File: config.mk
export PLATFORM = sky130hd
export DESIGN_NAME = craps_engine
export DESIGN_NICKNAME = d
export VERILOG_FILES = /design/src/rtl/craps_engine.sv
export SDC_FILE = /design/constraint.sdc
export NUM_CORES = 1
export LEC_CHECK = 0
export ABC_AREA = 0
export BUFFER_PORTS_ARGS = -buffer_cell sky130_fd_sc_hd__buf_2
export CAP_MARGIN = 20
export CORE_MARGIN = 2
export CORE_UTILIZATION = 31
export CTS_CLUSTER_SIZE = 28
export DETAILED_ROUTE_END_ITERATION = 7
export GPL_TIMING_DRIVEN = 0
export PLACE_DENSITY = 0.47
export SKIP_LAST_GASP = 1
export SYNTH_ARGS = -nofsm -noshare
export SYNTH_HDL_FRONTEND = slang
export SYNTH_SLANG_ARGS = --single-unit
export TNS_END_PERCENT = 10
File: constraint.sdc
create_clock -name clk_main -period 4.6 [get_ports clk_main]
set_clock_uncertainty 0.1 [all_clocks]
set_input_delay 0.92 -clock clk_main [delete_from_list [all_inputs] [get_ports clk_main]]
set_output_delay 0.92 -clock clk_main [all_outputs]
set_load 0.005 [all_outputs]
File: src/rtl/craps_engine.sv
// ---------------------------------------------------------------------------
// craps_engine -- two-dice craps game controller.
//
// A free-running 16-bit Fibonacci LFSR supplies die candidates. A rising edge
// on the roll button loads both dice, and the dice are then scored as a
// come-out roll or a point roll. Per-game roll count and lifetime win/loss
// tallies are kept in saturating counters.
//
// Parameters
//   FACES  faces per die (4..15)
//   CNT_W  width of roll_cnt / wins / losses
//   SEED   nonzero LFSR reset value
//
// Ports
//   clk_main     in   single clock, rising edge
//   reset        in   synchronous, active-low
//   enter        in   roll button (level)
//   new_game     in   leave WIN/LOSE and return to IDLE
//   die_a/die_b  out  last rolled faces, 1..FACES
//   sum_out      out  die_a + die_b
//   point        out  established point
//   point_valid  out  a point is being held
//   win/lose     out  high while in WIN / LOSE
//   state_out    out  FSM state code
//   roll_cnt     out  rolls in the current game
//   wins/losses  out  games won / lost
//
// Optional feature (macro CRAPS_FORCE_DICE_EN): adds force_valid/force_a/
// force_b. A roll with force_valid high loads force_a/force_b instead of the
// LFSR candidates; the LFSR keeps advancing either way.
// ---------------------------------------------------------------------------
module craps_engine #(
  parameter int          FACES = 6,
  parameter int          CNT_W = 8,
  parameter logic [15:0] SEED  = 16'hACE1
) (
  input  logic             clk_main,
  input  logic             reset,
  input  logic             enter,
  input  logic             new_game,
`ifdef CRAPS_FORCE_DICE_EN
  input  logic             force_valid,
  input  logic [3:0]       force_a,
  input  logic [3:0]       force_b,
`endif
  output logic [3:0]       die_a,
  output logic [3:0]       die_b,
  output logic [4:0]       sum_out,
  output logic [4:0]       point,
  output logic             point_valid,
  output logic             win,
  output logic             lose,
  output logic [2:0]       state_out,
  output logic [CNT_W-1:0] roll_cnt,
  output logic [CNT_W-1:0] wins,
  output logic [CNT_W-1:0] losses
);

  typedef enum logic [2:0] {
    S_IDLE   = 3'd0,
    S_EVAL_C = 3'd1,
    S_POINT  = 3'd2,
    S_EVAL_P = 3'd3,
    S_WIN    = 3'd4,
    S_LOSE   = 3'd5
  } state_t;

  localparam logic [3:0] FACES_L = 4'(FACES);
  localparam logic [4:0] SUM_N   = 5'(FACES + 1);     // natural / seven-out
  localparam logic [4:0] SUM_HI  = 5'(2 * FACES - 1); // second come-out winner
  localparam logic [4:0] SUM_MAX = 5'(2 * FACES);     // top craps

  state_t           r_state;
  state_t           w_next_state;
  logic [15:0]      r_lfsr;
  logic             r_enter_q;
  logic [3:0]       r_die_a;
  logic [3:0]       r_die_b;
  logic [4:0]       r_point;
  logic             r_point_valid;
  logic [CNT_W-1:0] r_roll_cnt;
  logic [CNT_W-1:0] r_wins;
  logic [CNT_W-1:0] r_losses;

  logic             w_roll;
  logic             w_fb;
  logic [3:0]       w_cand_a;
  logic [3:0]       w_cand_b;
  logic [3:0]       w_load_a;
  logic [3:0]       w_load_b;
  logic [4:0]       w_sum;
  logic             w_do_roll;
  logic             w_set_point;
  logic             w_inc_win;
  logic             w_inc_lose;
  logic             w_clear_game;

  // Taps 16,14,13,11 counted from 1 map onto bits 15,13,12,10.
  assign w_fb     = r_lfsr[15] ^ r_lfsr[13] ^ r_lfsr[12] ^ r_lfsr[10];
  assign w_cand_a = (r_lfsr[3:0]  % FACES_L) + 4'd1;
  assign w_cand_b = (r_lfsr[11:8] % FACES_L) + 4'd1;

`ifdef CRAPS_FORCE_DICE_EN
  assign w_load_a = force_valid ? force_a : w_cand_a;
  assign w_load_b = force_valid ? force_b : w_cand_b;
`else
  assign w_load_a = w_cand_a;
  assign w_load_b = w_cand_b;
`endif

  // enter_q resets high, so a button held through reset release is not a roll.
  assign w_roll = enter & ~r_enter_q;
  assign w_sum  = {1'b0, r_die_a} + {1'b0, r_die_b};

  // NOTE: sequential state uses non-blocking assignments so every register
  // samples the pre-edge values of the others, independent of statement order.
  always_ff @(posedge clk_main) begin
    if (!reset) r_state <= S_IDLE;
    else        r_state <= w_next_state;
  end

  // NOTE: every output of this block is defaulted first so no path leaves a
  // signal unassigned, which would otherwise infer a latch.
  always_comb begin
    w_next_state = r_state;
    w_do_roll    = 1'b0;
    w_set_point  = 1'b0;
    w_inc_win    = 1'b0;
    w_inc_lose   = 1'b0;
    w_clear_game = 1'b0;
    case (r_state)
      S_IDLE: begin
        if (w_roll) begin
          w_do_roll    = 1'b1;
          w_next_state = S_EVAL_C;
        end
      end
      S_EVAL_C: begin
        if (w_sum == SUM_N || w_sum == SUM_HI) begin
          w_inc_win    = 1'b1;
          w_next_state = S_WIN;
        end else if (w_sum == 5'd2 || w_sum == 5'd3 || w_sum == SUM_MAX) begin
          w_inc_lose   = 1'b1;
          w_next_state = S_LOSE;
        end else begin
          w_set_point  = 1'b1;
          w_next_state = S_POINT;
        end
      end
      S_POINT: begin
        if (w_roll) begin
          w_do_roll    = 1'b1;
          w_next_state = S_EVAL_P;
        end
      end
      S_EVAL_P: begin
        // Making the point is tested before seven-out.
        if (w_sum == r_point) begin
          w_inc_win    = 1'b1;
          w_next_state = S_WIN;
        end else if (w_sum == SUM_N) begin
          w_inc_lose   = 1'b1;
          w_next_state = S_LOSE;
        end else begin
          w_next_state = S_POINT;
        end
      end
      S_WIN, S_LOSE: begin
        // Rolls are ignored here; new_game alone leaves the terminal state.
        if (new_game) begin
          w_clear_game = 1'b1;
          w_next_state = S_IDLE;
        end
      end
      default: w_next_state = S_IDLE;
    endcase
  end

  always_ff @(posedge clk_main) begin
    if (!reset) begin
      r_lfsr        <= SEED;
      r_enter_q     <= 1'b1;
      r_die_a       <= 4'd1;
      r_die_b       <= 4'd1;
      r_point       <= '0;
      r_point_valid <= 1'b0;
      r_roll_cnt    <= '0;
      r_wins        <= '0;
      r_losses      <= '0;
    end else begin
      r_lfsr    <= {r_lfsr[14:0], w_fb};
      r_enter_q <= enter;
      if (w_do_roll) begin
        r_die_a <= w_load_a;
        r_die_b <= w_load_b;
        if (r_roll_cnt != '1) r_roll_cnt <= r_roll_cnt + CNT_W'(1);
      end
      if (w_set_point) begin
        r_point       <= w_sum;
        r_point_valid <= 1'b1;
      end
      if (w_inc_win && r_wins != '1)    r_wins   <= r_wins + CNT_W'(1);
      if (w_inc_lose && r_losses != '1) r_losses <= r_losses + CNT_W'(1);
      if (w_clear_game) begin
        r_point       <= '0;
        r_point_valid <= 1'b0;
        r_roll_cnt    <= '0;
      end
    end
  end

  assign die_a       = r_die_a;
  assign die_b       = r_die_b;
  assign sum_out     = w_sum;
  assign point       = r_point;
  assign point_valid = r_point_valid;
  assign win         = (r_state == S_WIN);
  assign lose        = (r_state == S_LOSE);
  assign state_out   = r_state;
  assign roll_cnt    = r_roll_cnt;
  assign wins        = r_wins;
  assign losses      = r_losses;

endmodule

Yosys cells after proc, flatten, opt, wreduce, memory -nomap -nowiden --
Index checks and enable logic that the tools add are counted.
Storage, ports and cells: register bits after elaboration 58, input port bits 4, output and inout bits 48, logic and storage cells 75
Cells by class: add/subtract/negate cells 6, divide/modulo/power cells 2, eq/ne operators 17, mux-type cells 23, bitwise logic cells 6, reduce and logical (&&, ||, !) cells 11
Operators by type and width (count):
- adder 8 x 1 -> 8 bit (second input constant) | 3
- inequality test 8 bit (second input constant) | 3
- 2-to-1 mux 3 bit | 7
- case mux 3 bit (5 select lines) | 1
- 2-to-1 mux 1 bit | 13
- == test 5 x 2 -> 1 bit (second input constant) | 2
- == test 5 x 4 -> 1 bit (second input constant) | 2
- adder 4 x 1 -> 4 bit (second input constant) | 2
- modulo 4 x 3 -> 4 bit (second input constant) | 2
- == test 3 x 2 -> 1 bit (second input constant) | 2
- == test 3 bit (second input constant) | 2
- inequality test 2 bit (second input constant) | 3
- OR reduction 2 bit | 3
- adder 4 x 4 -> 5 bit | 1
- == test 5 x 3 -> 1 bit (second input constant) | 1
- == test 5 bit | 1
- case mux 1 bit (2 select lines) | 2
- == test 3 x 1 -> 1 bit (second input constant) | 1
- logical NOT 3 bit | 1
- logical OR 1 bit | 3
- AND reduction 3 bit | 1
- bitwise XOR 1 bit | 3
- logical AND 1 bit | 2
- inverter 1 bit | 2
- other kinds (2) | 2

Longest topological paths before layout --
Gate-level depths: netlist (run 1).
depth after elaboration 8, gate-level depth with buffers 11, mapped depth without buffers 11

Least setup slack after synthesis (run 1) --
Ideal clock, no wire load.
kind register to register, start register r_die_a[0] (netlist: die_a[0]), end register r_wins[5] (netlist: wins[5]), setup time 0.070 ns, arrival 2.560 ns, data required time 4.430 ns, setup slack 1.870 ns, cell stages (with the launch flop) 12, path buffers 1, clock period less this slack 2.730 ns, cells stage by stage dfxtp_1 -> ha_1 -> fa_1 -> xnor2_2 -> inv_2 -> xnor2_1 -> o2111ai_1 -> nor3_2 -> o22ai_1 -> buf_6 -> or3_1 -> a21oi_1
On the way: cells in the longest elaborated chain, start to end 6, elaborated cells on any way between the ends 9, those cells by class 1 x add/sub; 3 x eq/ne; 3 x mux; 2 x reduce/logical
Ends and longest elaborated chain:
- from (decl) | line 77 | logic [3:0] r_die_a;
- from (signal assigned) | line 194 | r_die_a <= w_load_a;
- adder 4 x 4 -> 5 bit * | line 113 | assign w_sum = {1'b0, r_die_a} + {1'b0, r_die_b};
- net sum_out[2] | line 48 | output logic [4:0] sum_out,
- == test 5 x 3 -> 1 bit or == test 5 x 4 -> 1 bit (tied branches) | line 139 | if (w_sum == SUM_N || w_sum == SUM_HI) begin
- logical OR 1 bit | line 139
- 2-to-1 mux 1 bit | line 139
- case mux 1 bit (2 select lines) * | line 131 | case (r_state)
- logical AND 1 bit * | line 202 | if (w_inc_win && r_wins != '1) r_wins <= r_wins + CNT_W'(1);
- to (signal assigned) | line 202
- to (decl) | line 82 | logic [CNT_W-1:0] r_wins;
Mark *: on every way through the listed nets, which the timed path passes. The rest lies on a longest branch. A chain may end at the register's enable or synchronous reset.

Final worst setup path (run 1) --
start register r_die_a[0] (netlist: die_a[0]), end output sum_out[2]
On the way: cells in the longest elaborated chain, start to end 1
Ends and longest elaborated chain (line):
- adder 4 x 4 -> 5 bit | 113
- to (decl) | 48
Every way passes these cells.

==> flow_metrics.tcl, run 1 <==
set metrics [dict create \
    outcome "finished, final reports clean" \
    path_clk_slew_ns 0.06 \
    synthFlopType "dfxtp_1" \
    cts_sinks 58 \
    setup_tns_ns 0 \
    async_flop_share_pct 0 \
    fp.dieArea_um2 10000 \
    worst_ep_arrival_time_ns 2.00 \
    avgSynthCellArea_um2 8.75 \
    core_region_area_um2 9110 \
    gp_congestion 0.838 \
    clockBufferDepth 2 \
    instances_no_fill 505 \
    cts_buffers 9 \
    rows 35 \
    antenna_found_initial 0 \
    startpoint_type "flip-flop" \
    syn_nets 345 \
    drtIter0Drc 82 \
    tightest_slew_ns 0.672 \
    timing.slew.headroom_pct 55.0 \
    num_io_pins 52 \
    syn_area_um2 2860 \
    max_freq_mhz 331 \
    diodes 0 \
    start_util_pct 31.4 \
    grt_pass1_wl_um 10600 \
    grt_max_degree 11 \
    synth_edf_count 0 \
    io_buffers 51 \
    route.detailed.drc 0 \
    worst_slack_ns 1.58 \
    cts_resized 0 \
    peakVddDrop_uv 125 \
    hold_viol_final 0 \
    crit_path_end_kind "output pin" \
    final_layout_size_suffix_gt1_share_pct 21.8 \
    syn_to_final_growth_pct 20.9 \
    synth_seq_cells 58 \
    critPathMaxFanout 8 \
    rsz0062_at_grt "no" \
    synthCells 327 \
    ys_types 53 \
    routedWlPerCell_um 13.1 \
    cp.required_ns 3.58 \
    overflow 0 \
    die_h_um 100 \
    finalSetupViolCount 0 \
    clockRootBuffer "clkbuf_8" \
    post-cts-setup-buffer-count 0 \
    insertion_delay_ns 0.34 \
    track_usage_pct 13.6 \
    drt_wl_total_um 6640 \
    ant_nets 0 \
    place_ws_ns 1.59 \
    period_needed_ns 3.02 \
    drv_slew 0 \
    powerDensity_nw_per_um2 340 \
    fin_crit_sh_pct 65.7 \
    h-tree-depth 3 \
    p_leak_nw 1.47 \
    dr.pass1.iters 6 \
    final_common_cell "dfxtp_1" \
    place_inst 489 \
    num_vias 2440 \
    vias_per_cell 4.83 \
    yosysSeqAreaShare_pct 40.6 \
    setup.worst_path.class "flip-flop to output pin" \
    hold_buffers 0 \
    hold_path_class "flip-flop to flip-flop" \
    dp_hpwl_um 5030 \
    die_x_um 100 \
    drv_cap 0 \
    first_global_vias 2144 \
    ys_warn_count 0 \
    layout.nets 407 \
    mostFrequentLayoutCells "dfxtp_1 (58), buf_2 (52), nor2_1 (30)" \
    cts_tree "done" \
    post-route-util_pct 38.0 \
]
## sequential cells by signal, summed over array words and instances (netlist names)
| signal | cells |
|---|---|
| r_enter_q | 1 |
| die_b | 4 |
| roll_cnt | 8 |
| die_a | 4 |
| state_out | 3 |
| point_valid | 1 |
| losses | 8 |
| point | 5 |
| wins | 8 |
| r_lfsr | 16 |
## worst paths after layout
path | from | to | slack, ns | cells after the start
min | r_lfsr[6] | r_lfsr[7] | 0.31 | 1
max | die_a[0] | sum_out[2] | 1.58 | 5
max reg2reg | die_a[0] | wins[5] | 1.61 | 11
min reg2reg | r_lfsr[6] | r_lfsr[7] | 0.31 | 1
## power breakdown
group	total [mW]	switching, mW	internal [mW]
sequential	0.538	0.0173	0.521
combinational	0.154	0.0868	0.0673
clock	0.485	0.208	0.277
## Yosys cell counts, drive strengths merged (8+ instances only)
cell type | count | share of area (%)
dfxtp | 58 | 41
nor2 | 31 | 4.2
nand2 | 27 | 3.5
a21oi | 21 | 3.9
inv | 19 | 2.5
nand3 | 17 | 3.1
nand2b | 15 | 3.3
ha | 13 | 5.7
o21ai | 13 | 2.4
and2 | 10 | 2.2
xnor2 | 10 | 3.3
xor2 | 9 | 2.8
clkbuf | 8 | 1.0
mux2i | 8 | 2.8
## through the flow
step,instance area (µm²),power [mW],hold slack (ns)
after detailed placement,3250,0.704,0.294
after CTS,3460,1.20,0.310
after global routing,3460,1.24,0.313
after global placement,3250,0.704,0.289
after floorplan,2860,0.659,0.286
final,3460,1.18,0.307
## critical path: stages (launching register included)
cell and delay [ns]:
dfxtp_1 0.34, ha_1 0.24, fa_1 0.43, xnor2_2 0.39
inv_2 0.12, buf_2 0.15
## kinds of logic after synthesis
| family | Yosys count | synth area share (%) |
|---|---|---|
| buf+inv | 30 | 4.51 |
| simple gates | 138 | 25.4 |
| flops | 58 | 40.6 |
| compound gates | 59 | 13.4 |
| xor+xnor | 20 | 6.87 |
| fa+ha+maj | 14 | 6.39 |
| mux | 8 | 2.80 |
## per-layer routing
metal | vias up | part of all wire (%) | track usage (%) | routed length, µm
li1 | 1265 | - | - | -
met1 | 1117 | 50 | 18.0 | 3310
met2 | 47 | 45 | 21.4 | 2990
met3 | 11 | 3.2 | 2.72 | 212
met4 | 0 | 1.9 | 6.32 | 123
met5 | - | 0 | 0 | 0
## layout make-up
class / count / area [µm²]
clock buffer: 11 / 151
tap: 111 / 139
inverter: 19 / 71.3
buffer: 11 / 57.6
timing repair buffer: 51 / 255
clock inverter: 5 / 52.6
fill: 990 / 5650
multi-input combinational: 239 / 1570
sequential: 58 / 1160
(Power assumes the default switching activity.)
==> run 2, diff against run 1 <==
- PLACE_DENSITY: 0.47 -> 0.49
- clock period: 4.6 -> 2.5 ns (I/O delays scaled with it)
==> run 2 against run 1 <==
Effect of this change:
- the run now ends with setup timing left
- die area stayed put
- non-clock buffer count is 7 higher
- worst setup slack worse by 1.7 ns
- hold slack worse by 0.021 ns
- register-to-register slack worse by 1.8 ns
- clock power is 51% higher
- first-iteration DRC count is 16% lower
==> flow_metrics.tcl, run 2 (synthesis results as in run 1) <==
set metrics [dict create \
    outcome "finished with violations" \
    violations "setup timing" \
    seq_power_share_pct 47.6 \
    crit_slowest_cell "fa_2" \
    switching_power_uw 575 \
    cts_buffers 9 \
    cp.required_ns 2.61 \
    layout.nets 414 \
    rsz0062_at_grt "yes" \
    core_region_area_um2 9110 \
    path_clk_slew_ns 0.06 \
    final_common_cell "dfxtp_1" \
    timing.slew.headroom_pct 56.4 \
    grt_max_degree 11 \
    worst_slack_ns -0.143 \
    swShare_pct 27.7 \
    crit_path_end_kind "flip-flop" \
    num_vias 2467 \
    largest_reg_flops 16 \
    worst_ep_arrival_time_ns 2.76 \
    drtIter0Drc 69 \
    dp_hpwl_um 5010 \
    mostFrequentLayoutCells "dfxtp_1 (54), buf_2 (51), nor2_1 (29)" \
    diodes 0 \
    die_x_um 100 \
    placed_cell_area_um2 3290 \
    p_clk_share_pct 35.3 \
    syn_to_final_growth_pct 26.1 \
    intPower_mw 1.50 \
    peakVddDrop_uv 236 \
    gp_congestion 0.802 \
    largest-register "r_lfsr" \
    io_buffers 51 \
    final_layout_size_suffix_gt1_share_pct 26.8 \
    insertion_delay_ns 0.33 \
    die_h_um 100 \
    place_ws_ns -0.279 \
    antenna_found_initial 0 \
    start_util_pct 31.4 \
    clockBufferDepth 2 \
    overflow 0 \
    finalSetupViolCount 14 \
    critPathMaxFanout 8 \
    fp.dieArea_um2 10000 \
    max_freq_mhz 378 \
    p_comb_share_pct 17.1 \
    drv_cap 0 \
    dr.pass1.iters 4 \
    tightest_slew_ns 0.650 \
    fillCellCount 958 \
    ant_nets 0 \
    clockRootBuffer "clkbuf_8" \
    route.detailed.drc 0 \
    num_io_pins 52 \
    setup.worst_path.class "flip-flop to flip-flop" \
    critPathBufInv 1 \
    first_global_vias 2261 \
    multi_input_area_um2 1680 \
    crit_family "compound AO/OA/AOI/OAI gates" \
    drt_wl_total_um 6760 \
    period_needed_ns 2.64 \
    grt_pass1_wl_um 11000 \
    startpoint_type "flip-flop" \
    powerDensity_nw_per_um2 576 \
    rows 35 \
    hold_viol_final 0 \
    cts_sinks 58 \
    area.sequential_um2 1170 \
    h-tree-depth 3 \
    hold_path_class "input pin to flip-flop" \
    cp_cell_sequence "ha_4 -> fa_2 -> xnor2_4 -> buf_4 -> or3_1 -> nor3_2 -> nor3b_1 -> o21ba_4 -> a21oi_1 -> a2111oi_0" \
    routedWlPerCell_um 13.2 \
    design_area_um2 3610 \
    p_leak_nw 1.51 \
    vias_per_cell 4.84 \
    track_usage_pct 14.0 \
    max_stage_delay_ns 0.41 \
    drv_slew 0 \
    fin_crit_sh_pct 106 \
    cts_tree "done" \
]
-- run 2: power groups by stage --
stage | clock network, mW | registers, mW | logic, mW
floorplan | 0 | 1.00 | 0.226
global placement | 0 | 1.01 | 0.302
detailed placement | 0 | 1.01 | 0.305
CTS | 0.761 | 0.990 | 0.327
global route | 0.798 | 0.995 | 0.395
finish | 0.733 | 0.990 | 0.354
-- run 2: area by class of cell --
type | instances | share of cell area [%]
Multi-Input combinational cell | 239 | 46.6
Timing Repair Buffer | 60 | 9.30
Sequential cell | 58 | 32.5
Clock buffer | 11 | 3.92
Clock inverter | 3 | 0.486
Inverter | 19 | 1.98
Tap cell | 111 | 3.85
Buffer | 9 | 1.35
-- run 2: worst paths after layout --
kind	startpoint	cells after the start	to	slack (ns)
max	die_a[0]	10	state_out[1]	-0.14
min	enter	2	r_enter_q	0.29
max reg2reg	die_a[0]	10	state_out[1]	-0.14
min reg2reg	r_lfsr[6]	1	r_lfsr[7]	0.31
-- run 2: layer usage --
metal  up-vias  routed length, µm  track usage (%)
li1       1272                  -                -
met1      1153               3240             18.2
met2        34               3180             22.5
met3         8                249             3.62
met4         0                 95             5.48
met5         -                  0                0
-- run 2: worst register-to-register path: stages (launching register included) --
cell and delay [ns]:
dfxtp_4 0.35, ha_4 0.16, fa_2 0.41, xnor2_4 0.17, buf_4 0.18, or3_1 0.12, nor3_2 0.05, nor3b_1 0.32
o21ba_4 0.26, a21oi_1 0.06, a2111oi_0 0.35
-- run 2: timing repair --
item	4_1_cts	5_1_grt
hold buffers	0	0
resized for setup	14	6
pin swaps	12	4
setup endpoints to repair	25	25
setup buffers	7	2
-- run 2: stage by stage --
stage	TNS [ns]	total power, mW	cells	utilization (%)	hold WS [ns]
after detailed placement	-4.15	1.32	489	36.2	0.294
after global placement	-3.87	1.31	489	36.2	0.288
after floorplan	-0.0123	1.23	327	-	0.286
after global routing	-3.79	2.19	510	39.6	0.283
after CTS	-1.28	2.08	508	39.0	0.277
final	-1.13	2.08	510	39.6	0.286
==> run 3, diff against run 2 <==
- HOLD_SLACK_MARGIN: default -> 0.1
- SKIP_CTS_REPAIR_TIMING: default -> 1
==> run 3 against run 2 <==
Effect of this change:
- the flow still finishes with violations (setup timing)
- first-iteration DRC count grew 2.9%
- sequential power is essentially flat
- power shrank 0.91%
- maximum frequency shrank 0.71%
- critical endpoint is now wins[5]
- largest power group unchanged
==> flow_metrics.tcl, run 3 (synthesis results as in run 1) <==
set metrics [dict create \
    outcome "finished with violations" \
    violations "setup timing" \
    fillCellCount 964 \
    largest-register "r_lfsr" \
    clockBufferDepth 2 \
    io_buffers 51 \
    cts_buffers 9 \
    post-route-util_pct 39.2 \
    mostFrequentLayoutCells "dfxtp_1 (56), buf_2 (52), nor2_1 (29)" \
    track_usage_pct 13.9 \
    powerDensity_nw_per_um2 576 \
    ant_nets 0 \
    fin_crit_sh_pct 106 \
    largest_reg_flops 16 \
    cp.required_ns 2.66 \
    antenna_found_initial 0 \
    first_global_vias 2216 \
    max_stage_delay_ns 0.56 \
    crit_slowest_cell "fa_2" \
    crit_family "adder cells" \
    startpoint_type "flip-flop" \
    layout.nets 414 \
    syn_to_final_growth_pct 25.0 \
    die_h_um 100 \
    path_clk_slew_ns 0.07 \
    drt_wl_total_um 6710 \
    critPathBufInv 2 \
    routedWlPerCell_um 13.2 \
    final_layout_size_suffix_gt1_share_pct 26.6 \
    rsz0062_at_grt "yes" \
    vias_per_cell 4.86 \
    multi_input_area_um2 1660 \
    die_x_um 100 \
    worst_slack_ns -0.162 \
    worst_ep_arrival_time_ns 2.83 \
    instances_no_fill 510 \
    max_freq_mhz 376 \
    hold_path_class "input pin to flip-flop" \
    num_vias 2478 \
    peakVddDrop_uv 226 \
    grt_max_degree 11 \
    setup.worst_path.class "flip-flop to flip-flop" \
    h-tree-depth 3 \
    cp_cell_sequence "ha_4 -> fa_2 -> clkbuf_8 -> xnor2_1 -> o2111ai_2 -> nor3_2 -> o22ai_2 -> buf_6 -> or3_4 -> a21oi_2" \
    hold_viol_final 0 \
    finalSetupViolCount 23 \
    grt_pass1_wl_um 10900 \
    timing.slew.headroom_pct 56.9 \
    p_leak_nw 1.50 \
    start_util_pct 31.4 \
    critPathMaxFanout 7 \
    cts_tree "done" \
    period_needed_ns 2.66 \
    num_io_pins 52 \
    diodes 0 \
    tightest_slew_ns 0.644 \
    gp_congestion 0.802 \
    final_common_cell "dfxtp_1" \
    place_inst 489 \
    route.detailed.drc 0 \
    drtIter0Drc 71 \
    dr.pass1.iters 4 \
    area.sequential_um2 1170 \
    drv_cap 0 \
    core_region_area_um2 9110 \
    crit_path_end_kind "flip-flop" \
    drv_slew 0 \
    insertion_delay_ns 0.33 \
    overflow 0 \
    fp.dieArea_um2 10000 \
    rows 35 \
    clockRootBuffer "clkbuf_8" \
    dp_hpwl_um 5010 \
    cts_sinks 58 \
]
## run 3: changes by cell type in the layout (fill, tap and decap cells not counted), sizes merged
cell	previous run	this run
buf	62	61
clkbuf	18	19
## run 3: final cells by class
| cell class | count | share of cell area, % |
|---|---|---|
| Multi-Input combinational cell | 239 | 46.5 |
| Clock buffer | 11 | 3.96 |
| Sequential cell | 58 | 32.7 |
| Clock inverter | 3 | 0.490 |
| Buffer | 11 | 1.89 |
| Inverter | 19 | 2.00 |
| Timing Repair Buffer | 58 | 8.61 |
| Tap cell | 111 | 3.89 |
## run 3: routing by layer
layer / global-route usage (%) / share of wire, %
met1: 18.1 / 49
met2: 21.9 / 46
met3: 3.62 / 3.8
met4: 5.69 / 1.6
met5: 0 / 0
## run 3: worst paths after layout
| kind | slack, ns | cells after the start | endpoint | startpoint |
|---|---|---|---|---|
| worst max-delay path | -0.16 | 10 | wins[5] | die_a[0] |
| worst min-delay path | 0.29 | 2 | r_enter_q | enter |
| worst max register to register | -0.16 | 10 | wins[5] | die_a[0] |
| worst min register to register | 0.31 | 1 | r_lfsr[7] | r_lfsr[6] |
## run 3: power by group
group          switching, mW  internal, mW  total, mW
Clock                  0.359         0.372      0.731
Combinational          0.174         0.163      0.336
Sequential            0.0329         0.957      0.990
Total                  0.566          1.49       2.06
## run 3: worst reg2reg max path, cell delays in order (launching register included)
cell and delay, ns:
dfxtp_4 0.35, ha_4 0.16, fa_2 0.56, clkbuf_8 0.16
xnor2_1 0.13, o2111ai_2 0.17, nor3_2 0.25, o22ai_2 0.11
buf_6 0.14, or3_4 0.32, a21oi_2 0.13
## run 3: through the flow
step	TNS, ns	hold slack [ns]	setup WS (ns)	power [mW]	area, µm²
after floorplan	-0.0123	0.286	-0.0123	1.23	2900
final	-1.87	0.287	-0.162	2.06	3570
after global placement	-3.87	0.288	-0.259	1.31	3290
after CTS	-4.50	0.277	-0.294	2.06	3450
after detailed placement	-4.15	0.294	-0.279	1.32	3290
after global routing	-4.73	0.284	-0.266	2.17	3570
